[config.mk]
export PLATFORM = sky130hd
export DESIGN_NAME = cam_power_init_ctrl
export DESIGN_NICKNAME = d
export VERILOG_FILES = /design/src/rtl/cam_power_init_ctrl.sv
export SDC_FILE = /design/constraint.sdc
export NUM_CORES = 1
export LEC_CHECK = 0
export BUFFER_PORTS_ARGS = -buffer_cell sky130_fd_sc_hd__clkbuf_2
export CAP_MARGIN = 10
export CORE_MARGIN = 10
export CORE_UTILIZATION = 59
export DETAILED_ROUTE_END_ITERATION = 8
export PLACE_DENSITY = 0.9
export SYNTH_ARGS = -nofsm -noshare
export SYNTH_HDL_FRONTEND = slang
export SYNTH_SLANG_ARGS = --single-unit
[constraint.sdc]
create_clock -name clk_27 -period 3.1 [get_ports clk_27]
set_input_delay 0.31 -clock clk_27 [delete_from_list [all_inputs] [get_ports clk_27]]
set_output_delay 0.31 -clock clk_27 [all_outputs]
set_load 0.02 [all_outputs]
[src/rtl/cam_power_init_ctrl.sv]
// Camera bring-up sequencer: timed power-down/reset pin sequence, SCCB init
// handshake with power-cycle retries, sleep/wake and fault reporting.
module cam_power_init_ctrl #(
  parameter int T_PWDN_HOLD  = 135000,
  parameter int T_RST_HOLD   = 35000,
  parameter int T_BOOT       = 540000,
  parameter int INIT_TIMEOUT = 2700000,
  parameter int MAX_RETRY    = 3,
  parameter int CNT_W        = 22
) (
  input  logic       clk_27,
  input  logic       rst_n,
  input  logic       enable,
  input  logic       sleep_req,
  input  logic       init_done,
  input  logic       init_err,
  output logic       camera_pwnd,
  output logic       camera_rstn,
  output logic       init_start,
  output logic       cam_ready,
  output logic       fault,
  output logic [2:0] state_o,
  output logic [1:0] retry_cnt
);

  typedef enum logic [2:0] {
    ST_OFF       = 3'd0,
    ST_PWR_WAIT  = 3'd1,
    ST_RST_WAIT  = 3'd2,
    ST_BOOT_WAIT = 3'd3,
    ST_INIT      = 3'd4,
    ST_READY     = 3'd5,
    ST_SLEEP     = 3'd6,
    ST_FAULT     = 3'd7
  } state_t;

  localparam logic [CNT_W-1:0] PWR_LAST  = CNT_W'(T_PWDN_HOLD - 1);
  localparam logic [CNT_W-1:0] RST_LAST  = CNT_W'(T_RST_HOLD - 1);
  localparam logic [CNT_W-1:0] BOOT_LAST = CNT_W'(T_BOOT - 1);
  localparam logic [CNT_W-1:0] INIT_LAST = CNT_W'(INIT_TIMEOUT - 1);
  localparam logic [CNT_W-1:0] CNT_MAX   = {CNT_W{1'b1}};
  localparam logic [1:0]       MAX_RETRY_V = 2'(MAX_RETRY);

  state_t           state_r, state_next_s;
  logic [CNT_W-1:0] cnt_r, cnt_next_s;
  logic [1:0]       retry_r, retry_next_s, retry_step_s;

  // {pwnd, rstn} pin levels for a state
  function automatic logic [1:0] pins_of(input state_t st);
    case (st)
      ST_OFF, ST_PWR_WAIT, ST_FAULT: pins_of = 2'b10;
      ST_RST_WAIT:                   pins_of = 2'b00;
      ST_BOOT_WAIT, ST_INIT, ST_READY: pins_of = 2'b01;
      ST_SLEEP:                      pins_of = 2'b11;
      default:                       pins_of = 2'b10;
    endcase
  endfunction

  // Next-state, retry and delay-counter logic
  always_comb begin
    state_next_s = state_r;
    retry_step_s = retry_r;
    if (!enable) begin
      state_next_s = ST_OFF;
    end else begin
      case (state_r)
        ST_OFF: state_next_s = ST_PWR_WAIT;
        ST_PWR_WAIT: begin
          if (cnt_r == PWR_LAST) state_next_s = ST_RST_WAIT;
          else                   state_next_s = ST_PWR_WAIT;
        end
        ST_RST_WAIT: begin
          if (cnt_r == RST_LAST) state_next_s = ST_BOOT_WAIT;
          else                   state_next_s = ST_RST_WAIT;
        end
        ST_BOOT_WAIT: begin
          if (cnt_r == BOOT_LAST) state_next_s = ST_INIT;
          else                    state_next_s = ST_BOOT_WAIT;
        end
        ST_INIT: begin
          // err beats done; done beats the timeout
          if (init_err || (!init_done && (cnt_r == INIT_LAST))) begin
            if (retry_r < MAX_RETRY_V) begin
              retry_step_s = retry_r + 2'd1;
              state_next_s = ST_PWR_WAIT;
            end else begin
              retry_step_s = retry_r;
              state_next_s = ST_FAULT;
            end
          end else if (init_done) begin
            state_next_s = ST_READY;
          end else begin
            state_next_s = ST_INIT;
          end
        end
        ST_READY: begin
          if (sleep_req) state_next_s = ST_SLEEP;
          else           state_next_s = ST_READY;
        end
        ST_SLEEP: begin
          if (sleep_req) state_next_s = ST_SLEEP;
          else           state_next_s = ST_BOOT_WAIT;
        end
        ST_FAULT: state_next_s = ST_FAULT;
        default:  state_next_s = ST_OFF;
      endcase
    end

    if (state_next_s == ST_OFF) retry_next_s = 2'd0;
    else                        retry_next_s = retry_step_s;

    if (state_next_s != state_r)  cnt_next_s = {CNT_W{1'b0}};
    else if (cnt_r == CNT_MAX)    cnt_next_s = cnt_r;
    else                          cnt_next_s = cnt_r + {{(CNT_W-1){1'b0}}, 1'b1};
  end

  // State, counter and registered outputs decoded from the next state
  always_ff @(posedge clk_27 or negedge rst_n) begin
    if (!rst_n) begin
      state_r     <= ST_OFF;
      cnt_r       <= {CNT_W{1'b0}};
      retry_r     <= 2'd0;
      camera_pwnd <= 1'b1;
      camera_rstn <= 1'b0;
      init_start  <= 1'b0;
      cam_ready   <= 1'b0;
      fault       <= 1'b0;
    end else begin
      state_r                    <= state_next_s;
      cnt_r                      <= cnt_next_s;
      retry_r                    <= retry_next_s;
      {camera_pwnd, camera_rstn} <= pins_of(state_next_s);
      init_start                 <= (state_next_s == ST_INIT) && (state_r != ST_INIT);
      cam_ready                  <= (state_next_s == ST_READY);
      fault                      <= (state_next_s == ST_FAULT);
    end
  end

  assign state_o   = state_r;
  assign retry_cnt = retry_r;

endmodule

Yosys cells after proc, flatten, opt, wreduce, memory -nomap -nowiden. Memories as Yosys holds them, arrays and structs flattened. A register that Yosys moved wholly into a read port is not among the register bits. Cells that the tools add are included.

Input port bits: 6. Memory bits (read-only): 16. Flip-flop bits (word level): 30. Memories kept: 1. Word-level logic and storage cells: 57.

$add $sub $neg: 2. Eq/ne operators: 18. Multiplexer cells: 17. $lt $le $gt $ge: 1. Reductions and logical operators: 12.

Memory list: (name not given) (depth 8, bits a word 2, read ports 1, clocked after memory_dff 1, wr ports 0, line 50) `case (st)`.

Operator list (count): $eq 22x22->1 const B (2); $mux 22 (2); $pmux 3 s8 (1); $add 22x1->22 const B (1); $eq 22x16->1 const B (1); $eq 22x18->1 const B (1); $eq 22x20->1 const B (1); $eq 3x3->1 const B (7); $mux 3 (5); $mux 2 (7); $reduce_bool 2->1 (4); $eq 3x2->1 const B (2); $logic_not 3->1 (2); $reduce_and 4->1 (1); $eq 3x1->1 const B (1); $ne 3x3->1 (1); $ne 3x3->1 const B (1); $add 2x1->2 const B (1); $logic_and 1x1->1 (2); $logic_not 1->1 (2); $lt 2x2->1 const B (1); $mux 1 (2); $ne 2x2->1 const B (1); $logic_or 1x1->1 (1).

Logic depth before layout (Yosys ltp). Gate-level depths: netlist (run 1).

Depth after elaboration: 9. Mapped depth: 9. Depth with buffers taken out: 9.

Worst setup path after synthesis (run 1). Ideal clock, no wire load.

Path kind: register -> register. From: reg cnt_r[0]. To: reg cnt_r[6]. Clock period less this slack: 2.407 ns. Path slack: 0.693 ns. Stages on the path, launching flop included: 9. Data required time: 2.982 ns. Arrival: 2.289 ns. Buffers on the path: 0. Path through: dfrtp_1 ha_1 and4_1 nand3_1 nor4_1 and2b_1 nand4_1 xor2_1 nor2_1.

Cells in the longest elaborated chain, start to end: 8. Elaborated cells on any way between the ends: 18. Classes of those cells: 1 x add/sub; 7 x eq/ne; 8 x mux; 2 x reduce/logical.

Ends and longest elaborated chain: from (decl) (line 45) `logic [CNT_W-1:0] cnt_r, cnt_next_s;`; from (signal assigned) (line 121) `cnt_r <= {CNT_W{1'b0}};`; from (signal assigned) (line 130) `cnt_r <= cnt_next_s;`; $eq 22x22->1 (line 82) `if (init_err || (!init_done && (cnt_r == INIT_LAST))) begin`; $logic_and 1x1->1 (line 82); $logic_or 1x1->1 (line 82); $mux 3 (line 82); $pmux 3 s8 (line 66) `case (state_r)`; $mux 3 (line 63) `if (!enable) begin`; $ne 3x3->1 (line 112) `if (state_next_s != state_r) cnt_next_s = {CNT_W{1'b0}};`; $ne 2x2->1 (no line) or $mux 22 (tied branches).

Parallel ways exist; a longest one is shown, timed or not. The select of a mux whose other input is x is not followed. A chain may end at the register's enable or synchronous reset.

Worst setup path in the final report (run 1).
From: reg cnt_r[14]. To: reg cnt_r[20].

Same word-level chain as after synthesis.

==> flow_summary.json, run 1 <==
{
  "max_freq_ghz": 0.367,
  "cpPeakStageDelay_ps": 630,
  "grt_util_all_layers_pct": 14.2,
  "grt_pass1_vias": 1505,
  "cts_max_path_buffers": 2,
  "ys_types": 42,
  "r2r_setup_slack_ps": 380,
  "timing.final.hold_violations": 0,
  "ios": 16,
  "avgSynthCellArea_sq_um": 9.16,
  "postCtsSetupBuffers": 0,
  "cpMaxStageDelayCell": "or4b_4",
  "dr.first_iter.drc_count": 153,
  "worst_slack_ps": 376,
  "powerDensity_nw_per_um2": 397,
  "dr_total_vias": 1555,
  "cts.sinks": 32,
  "setup_viol": 0,
  "wl_per_cell_um": 15.4,
  "cts.clk_slew.worst_paths_ps": 110,
  "ir_drop_uv": 304,
  "antenna_cells": 0,
  "skew_ps": 16.1,
  "ys_seq_area_share_pct": 42.5,
  "hp-class": "in -> async",
  "coreArea_sq_um": 3050,
  "relSlewSlack_pct": 47.9,
  "worstPathCellList": "nor4_1 -> nand4_1 -> o21ai_0 -> a22oi_4 -> o21ai_0 -> or4b_4 -> nor3_1",
  "synth-seq-cells": 32,
  "hpwl_um": 3020,
  "worstPathArrival_ps": 3000,
  "synth_edf_count": 0,
  "leakagePower_nw": 0.938,
  "cp-end-kind": "flip-flop",
  "synthCells": 206,
  "path_class": "reg -> reg",
  "synth-main-ff-cell": "dfrtp_1",
  "grt_max_degree": 33,
  "final_core_utilization_pct": 66.9,
  "drc": 0,
  "tritoncts": "yes",
  "wirelength_um": 4100,
  "portBuffers": 15,
  "antenna_found_initial": 0,
  "synth_nets": 214,
  "cp_top_family": "simple AND/OR/NAND/NOR gates",
  "ys_async_sr_fraction_pct": 100,
  "die_w_um": 76.6,
  "critPathLaunchType": "flip-flop",
  "critPathBufInv": 0,
  "grt_pass1_wl_um": 6960,
  "drtAntennaViolNets": 0,
  "start_util_pct": 61.8,
  "areaGrowthSynthToFinish_pct": 8.29,
  "gr-total-overflow": 0,
  "cts_made_buffers": 5,
  "num_rows": 20,
  "tightest_slew_ps": 782,
  "drive_gt1_share_pct": 15.7,
  "cts_hold_buf": 0,
  "setup_tns_ps": 0,
  "routabilityCongestion": 0.966,
  "cp_max_fo": 22,
  "max_cap_viol_count": 0,
  "netlist_area_sq_um": 1890,
  "ctsResizeCount": 0,
  "cts_root_buffer": "clkbuf_4",
  "fin_crit_sh_pct": 87.9,
  "insertion_delay_ps": 350,
  "vias_per_cell": 5.82,
  "status": "complete, no violations",
  "finalNetCount": 230,
  "drt_first_pass_iters": 5,
  "crit_top_cell": "o21ai_0",
  "period_needed_ps": 2720,
  "yosysWarnings": 0,
  "layout_common_cells": "nor2_1, dfrtp_1, nand2_1",
  "die_h_um": 76.6,
  "maxSlewViolCount": 0,
  "h-tree-depth": 2,
  "dieArea_sq_um": 5860,
  "rsz0062_at_grt": "false",
  "pre_cts_slack_ps": 407,
  "cp_data_required_time_ps": 3380
}
==> metrics by stage <==
step / hold WS (ps) / area (sq um) / power [mW] / cells
2_1_floorplan: 14.4 / 1890 / 0.534 / 206
3_3_place_gp: 415 / 1980 / 0.556 / 259
3_5_place_dp: 424 / 1980 / 0.562 / 259
4_1_cts: 51.8 / 2040 / 0.813 / 267
5_1_grt: 69.1 / 2040 / 0.847 / 267
6_report: 17.6 / 2040 / 0.811 / 267
==> flip-flops by register name, indices dropped and copies added, names as in the netlist <==
register and flops:
state_o 3, cnt_r 22, init_start 1, camera_pwnd 1, cam_ready 1, fault 1, camera_rstn 1, retry_cnt 2
==> worst register-to-register path, cell delays in order (launching register included) <==
cell and delay [ps]:
dfrtp_1 460, nor4_1 470, nand4_1 160, o21ai_0 410
a22oi_4 120, o21ai_0 170, or4b_4 630, nor3_1 230
==> path summary, 6_finish.rpt <==
path,from,endpoint,cells after the start
max,cnt_r[14],cnt_r[20],7
min reg2reg,retry_cnt[1],retry_cnt[1],2
max reg2reg,cnt_r[14],cnt_r[20],7
min in group clk_27,enable,cam_ready,3
max in group asynchronous,rst_n,cnt_r[6],1
min,rst_n,cnt_r[12],1
==> power breakdown <==
part	switching (mW)	internal [mW]	leakage, nW	total [mW]
Combinational	0.0596	0.0341	0.468	0.0938
Clock	0.146	0.111	0.0315	0.257
Sequential	0.0247	0.436	0.438	0.460
==> routing by layer <==
layer / global-route usage, % / wire (um) / up-vias
met5: 0 / 0 / -
met4: 5.20 / 69 / 0
met3: 4.48 / 304 / 11
met2: 23.0 / 1920 / 68
met1: 17.0 / 1810 / 722
li1: - / - / 754
==> cells by family after synthesis <==
group                    Yosys count  synth area share, %
XOR/XNOR                          21                 9.75
AO/OA/AOI/OAI                     22                 7.83
adder cells (fa/ha/maj)            2                 1.33
buffers and inverters             14                 3.71
multiplexers                       2                 1.06
AND/OR/NAND/NOR                  113                 33.8
flip-flops                        32                 42.5
==> final cells by class <==
| cell class | count | area (sq um) |
|---|---|---|
| clock buffers | 7 | 55.1 |
| flip-flops and latches | 32 | 802 |
| fillers | 251 | 1010 |
| well taps | 44 | 55.1 |
| repair buffers | 16 | 82.6 |
| inverters | 7 | 26.3 |
| clock inverters | 1 | 7.51 |
| multi-input cells | 160 | 1010 |
==> cell usage after synthesis, types with 2 or more instances <==
| cell | instances | area (sq um) |
|---|---|---|
| a21oi_1 | 6 | 30.0 |
| and2_1 | 2 | 12.5 |
| and2b_1 | 2 | 15.0 |
| and3_1 | 3 | 18.8 |
| and3b_1 | 2 | 17.5 |
| and4_1 | 2 | 17.5 |
| and4bb_2 | 2 | 25.0 |
| buf_6 | 2 | 22.5 |
| clkbuf_1 | 3 | 11.3 |
| dfrtp_1 | 31 | 776 |
| ha_1 | 2 | 25.0 |
| inv_1 | 7 | 26.3 |
| mux2i_1 | 2 | 20.0 |
| nand2_1 | 17 | 63.8 |
| nand3_1 | 14 | 70.1 |
| nand4_1 | 12 | 75.1 |
| nor2_1 | 31 | 116 |
| nor2b_1 | 3 | 18.8 |
| nor3_1 | 5 | 25.0 |
| nor3b_1 | 5 | 37.5 |
| nor4_1 | 3 | 18.8 |
| nor4b_2 | 3 | 45.0 |
| o21ai_0 | 8 | 40.0 |
| o31ai_1 | 2 | 15.0 |
| xnor2_1 | 5 | 43.8 |
| xor2_1 | 16 | 140 |
Note: power is estimated with default switching activity, not from simulation.
==> run 2, diff against run 1 <==
==> constraint.sdc (replaced) <==
create_clock -name clk_27 -period 3.1 [get_ports clk_27]
set_input_delay 0 -clock clk_27 [delete_from_list [all_inputs] [get_ports clk_27]]
set_output_delay 0 -clock clk_27 [all_outputs]
set_load 0.02 [all_outputs]
==> run 2 against run 1 <==
Utilization increased by 0.66 points. Critical path depth unchanged. Worst hold slack gained 190 ps. Sequential power barely moved. Clock skew is essentially flat. Die area unchanged. Non-clock buffer count grew 2. Highest routed layer unchanged. Sequential share of layout area fell by 0.38 points. Setup slack gained 5.8 ps. First-iteration DRC count is 7.8% lower. Final cell count increased by 0.75%.
==> flow_summary.json, run 2 (synthesis gave the netlist of run 1 again) <==
{
  "vias_per_cell": 5.75,
  "final_core_utilization_pct": 67.6,
  "die_h_um": 76.6,
  "postCtsSetupBuffers": 0,
  "h-tree-depth": 2,
  "maxSlewViolCount": 0,
  "ir_drop_uv": 304,
  "cp_max_fo": 22,
  "drt_first_pass_iters": 4,
  "tightest_slew_ps": 780,
  "cp_top_family": "simple AND/OR/NAND/NOR gates",
  "critPathBufInv": 0,
  "leakagePower_nw": 0.946,
  "max_freq_ghz": 0.368,
  "drc": 0,
  "cts_root_buffer": "clkbuf_4",
  "grt_pass1_wl_um": 7010,
  "largest_reg_flops": 22,
  "coreArea_sq_um": 3050,
  "reg2reg_depth": 7,
  "portBuffers": 15,
  "rsz0062_at_grt": "false",
  "cpMaxStageDelayCell": "or4b_4",
  "whs_ps": 204,
  "status": "complete, no violations",
  "tritoncts": "yes",
  "crit_top_cell": "o21ai_0",
  "fin_crit_sh_pct": 87.7,
  "cts.sinks": 32,
  "r2r_setup_slack_ps": 380,
  "dr.first_iter.drc_count": 141,
  "num_rows": 20,
  "layout_common_cells": "nor2_1, dfrtp_1, nand2_1",
  "wirelength_um": 4130,
  "cp-end-kind": "flip-flop",
  "start_util_pct": 61.8,
  "finalPower_mw": 0.813,
  "ios": 16,
  "relSlewSlack_pct": 48.0,
  "reg2reg_to": "cnt_r[20]",
  "whs_path_depth": 6,
  "cts_made_buffers": 5,
  "areaGrowthSynthToFinish_pct": 9.35,
  "cpPeakStageDelay_ps": 630,
  "dieArea_sq_um": 5860,
  "min-delay-start": "init_err",
  "die_w_um": 76.6,
  "setup_viol": 0,
  "wl_per_cell_um": 15.3,
  "n_fill_cell": 250,
  "grt_max_degree": 33,
  "hp-class": "in -> reg",
  "r2r_start": "cnt_r[14]",
  "grt_pass1_vias": 1517,
  "dp_cells": 259,
  "cts_max_path_buffers": 2,
  "path_class": "reg -> reg",
  "grt_util_all_layers_pct": 14.2,
  "worstPathCellList": "nor4_1 -> nand4_1 -> o21ai_0 -> a22oi_4 -> o21ai_0 -> or4b_4 -> nor3_1",
  "routabilityCongestion": 0.966,
  "period_needed_ps": 2720,
  "antenna_cells": 0,
  "cp_data_required_time_ps": 3380,
  "insertion_delay_ps": 350,
  "worstPathArrival_ps": 3000,
  "drive_gt1_share_pct": 15.6,
  "timing.final.hold_violations": 0,
  "instances_no_fill": 269,
  "worstHoldEndpoint": "cam_ready",
  "hpwl_um": 3020,
  "cts.clk_slew.worst_paths_ps": 110,
  "drtAntennaViolNets": 0,
  "dr_total_vias": 1546,
  "setup_tns_ps": 0,
  "finalNetCount": 232,
  "top_register": "cnt_r",
  "max_cap_viol_count": 0,
  "gr-total-overflow": 0,
  "antenna_found_initial": 0,
  "powerDensity_nw_per_um2": 394,
  "skew_ps": 16.4,
  "critPathLaunchType": "flip-flop"
}
==> run 2: timing repair <==
| action | in CTS | in global routing |
|---|---|---|
| hold endpoints to repair | 33 | 0 |
| hold buffers | 2 | 0 |
| gates resized for setup | 0 | 0 |
==> run 2: final cells by class <==
cell class	count	area, sq um	area share, %
tap	44	55.1	2.67
timing repair buffer	18	103	4.97
sequential	32	802	38.9
inverter	7	26.3	1.27
clock inverter	1	7.51	0.364
multi-input combinational	160	1010	49.2
clock buffer	7	55.1	2.67
==> run 2: metrics by stage <==
step	setup slack (ps)	cell area, sq um
final	382	2060
after global routing	133	2060
after CTS	389	2060
after detailed placement	407	1980
after global placement	496	1980
after floorplan	693	1890
==> run 2: where the power goes <==
group / total, mW / leakage [nW] / switching [mW] / internal, mW
combinational: 0.0957 / 0.477 / 0.0599 / 0.0358
sequential: 0.460 / 0.438 / 0.0248 / 0.436
clock: 0.257 / 0.0315 / 0.146 / 0.111
==> run 2: worst max-delay path by stage <==
stage | cells after the start | start | end
finish | 7 | cnt_r[14] | cnt_r[20]
global route | 9 | cnt_r[0] | cnt_r[6]
CTS | 8 | cnt_r[0] | cnt_r[20]
detailed placement | 8 | cnt_r[0] | cnt_r[20]
global placement | 8 | cnt_r[0] | cnt_r[20]
floorplan | 8 | cnt_r[0] | cnt_r[6]
==> run 2: layer usage <==
metal | track usage [%] | routed length [um] | vias up
li1 | - | - | 758
met1 | 17.0 | 1860 | 712
met2 | 23.2 | 1910 | 65
met3 | 4.60 | 282 | 11
met4 | 5.20 | 69 | 0
met5 | 0 | 0 | -
==> run 2: worst reg2reg max path, stage by stage, from the launching register on <==
cell and delay [ps]:
dfrtp_1 460, nor4_1 460, nand4_1 160, o21ai_0 410, a22oi_4 120, o21ai_0 180, or4b_4 630, nor3_1 220
==> run 3, diff against run 2 <==
--- a/config.mk
+++ b/config.mk
@@ -6,9 +6,10 @@
 export NUM_CORES = 1
 export LEC_CHECK = 0
 export BUFFER_PORTS_ARGS = -buffer_cell sky130_fd_sc_hd__clkbuf_2
-export CAP_MARGIN = 10
+export CELL_PAD_IN_SITES_DETAIL_PLACEMENT = 1
+export CELL_PAD_IN_SITES_GLOBAL_PLACEMENT = 2
 export CORE_MARGIN = 10
-export CORE_UTILIZATION = 59
+export CORE_UTILIZATION = 37
 export DETAILED_ROUTE_END_ITERATION = 8
 export PLACE_DENSITY = 0.9
 export SYNTH_ARGS = -nofsm -noshare
==> run 3 against run 2 <==
Utilization decreased by 24 points. Largest power group unchanged. Combinational power about the same. Critical endpoint unchanged. Sequential cell count unchanged. Routed wire length increased by 14%. Register-to-register slack hardly changed. Clock skew shrank 11 ps.
==> flow_summary.json, run 3 (synthesis gave the netlist of run 1 again) <==
{
  "cts.clk_slew.worst_paths_ps": 60,
  "reg2reg_depth": 8,
  "drc": 0,
  "dr.first_iter.drc_count": 64,
  "portBuffers": 15,
  "r2r_setup_slack_ps": 370,
  "start_util_pct": 39.2,
  "coreArea_sq_um": 4820,
  "leakagePower_nw": 0.963,
  "finalNetCount": 233,
  "max_freq_ghz": 0.366,
  "ios": 16,
  "die_h_um": 91.4,
  "antenna_cells": 0,
  "period_needed_ps": 2730,
  "maxSlewViolCount": 0,
  "dr_total_vias": 1568,
  "worstPathArrival_ps": 2920,
  "cts_root_buffer": "clkbuf_8",
  "layout_common_cells": "nor2_1, dfrtp_1, nand2_1",
  "ctsResizeCount": 0,
  "num_rows": 25,
  "largest_reg_flops": 22,
  "path_class": "reg -> reg",
  "cts_max_path_buffers": 2,
  "die_w_um": 91.4,
  "setup_viol": 0,
  "cp-end-kind": "flip-flop",
  "hp-class": "in -> reg",
  "cts.sinks": 32,
  "cts_made_buffers": 5,
  "drtAntennaViolNets": 0,
  "n_fill_cell": 588,
  "status": "complete, no violations",
  "cp_data_required_time_ps": 3290,
  "relSlewSlack_pct": 46.4,
  "wirelength_um": 4720,
  "antenna_found_initial": 0,
  "r2r_start": "cnt_r[0]",
  "grt_pass1_wl_um": 8140,
  "dieArea_sq_um": 8360,
  "grt_pass1_vias": 1605,
  "p_comb_share_pct": 11.2,
  "drt_first_pass_iters": 4,
  "vias_per_cell": 5.35,
  "max_cap_viol_count": 0,
  "pre_cts_slack_ps": 358,
  "hpwl_um": 3570,
  "h-tree-depth": 2,
  "power.switching_mw": 0.232,
  "cp_max_fo": 22,
  "areaGrowthSynthToFinish_pct": 12.3,
  "powerDensity_nw_per_um2": 406,
  "worst_slack_ps": 371,
  "gr-total-overflow": 0,
  "top_register": "cnt_r",
  "postCtsSetupBuffers": 0,
  "pwr-share-seq_pct": 53.6,
  "rsz0062_at_grt": "false",
  "routabilityCongestion": 0.829,
  "swShare_pct": 26.9,
  "ir_drop_uv": 179,
  "insertion_delay_ps": 280,
  "reg2reg_to": "cnt_r[20]",
  "intPower_mw": 0.629,
  "fin_crit_sh_pct": 88.0,
  "drive_gt1_share_pct": 15.5,
  "tritoncts": "yes",
  "wl_per_cell_um": 16.1,
  "grt_util_all_layers_pct": 11.8,
  "setup_tns_ps": 0,
  "p_clk_share_pct": 35.2,
  "cp-endpoint": "cnt_r[20]",
  "timing.final.hold_violations": 0,
  "tightest_slew_ps": 803,
  "skew_ps": 5.15,
  "grt_max_degree": 33,
  "worstSetupStartpoint": "cnt_r[0]",
  "critPathLaunchType": "flip-flop"
}
==> run 3: worst min-delay path by stage <==
stage	slack (ps)	to	startpoint	depth (start not counted)
after floorplan	-300	cam_ready	rst_n	0
after global placement	140	cnt_r[5]	rst_n	1
after detailed placement	140	cnt_r[6]	rst_n	1
after CTS	270	cam_ready	init_err	6
after global routing	310	cam_ready	init_err	6
final	280	cam_ready	init_err	6
==> run 3: area by class of cell <==
cell class | instances | area (sq um) | share of cell area, %
well taps | 67 | 83.8 | 3.96
flip-flops and latches | 32 | 802 | 37.9
multi-input cells | 160 | 1010 | 47.9
repair buffers | 19 | 110 | 5.20
clock buffers | 7 | 76.3 | 3.60
inverters | 7 | 26.3 | 1.24
clock inverters | 1 | 5.00 | 0.236
==> run 3: per-layer routing <==
metal / GRT usage [%] / part of all wire (%) / vias to the layer above
met5: 0 / 0 / -
met4: 3.92 / 1.4 / 0
met3: 3.46 / 4.5 / 7
met2: 18.5 / 46 / 23
met1: 15.0 / 48 / 771
li1: - / - / 767
==> run 3: per-stage QoR <==
step	area [sq um]	instances	utilization, %	hold slack [ps]	power (mW)
final	2120	293	44.0	277	0.861
after global placement	2020	283	41.9	143	0.562
after floorplan	1890	206	-	-296	0.534
after global routing	2120	293	44.0	308	0.916
after CTS	2120	293	44.0	272	0.872
after detailed placement	2020	283	41.9	142	0.565
==> run 3: repair_timing <==
action,in CTS,in global routing
hold buffers,2,0
endpoints found under the hold margin,33,0
setup endpoints to repair,0,0
==> run 3: power groups by stage <==
| stage | Sequential (mW) | Combinational (mW) | Clock [mW] |
|---|---|---|---|
| after floorplan | 0.461 | 0.0722 | 0 |
| after global placement | 0.468 | 0.0942 | 0 |
| after detailed placement | 0.469 | 0.0954 | 0 |
| after CTS | 0.462 | 0.0978 | 0.313 |
| after global routing | 0.465 | 0.109 | 0.342 |
| final | 0.461 | 0.0960 | 0.303 |
==> run 3: critical path, cell delays in order (launching register included) <==
cell     delay [ps]
dfrtp_1         400
ha_1            250
and4_1          290
nand3_1         120
o31a_1          350
a22oi_4         220
nor3b_1          80
or4b_4          700
nor3_1          230
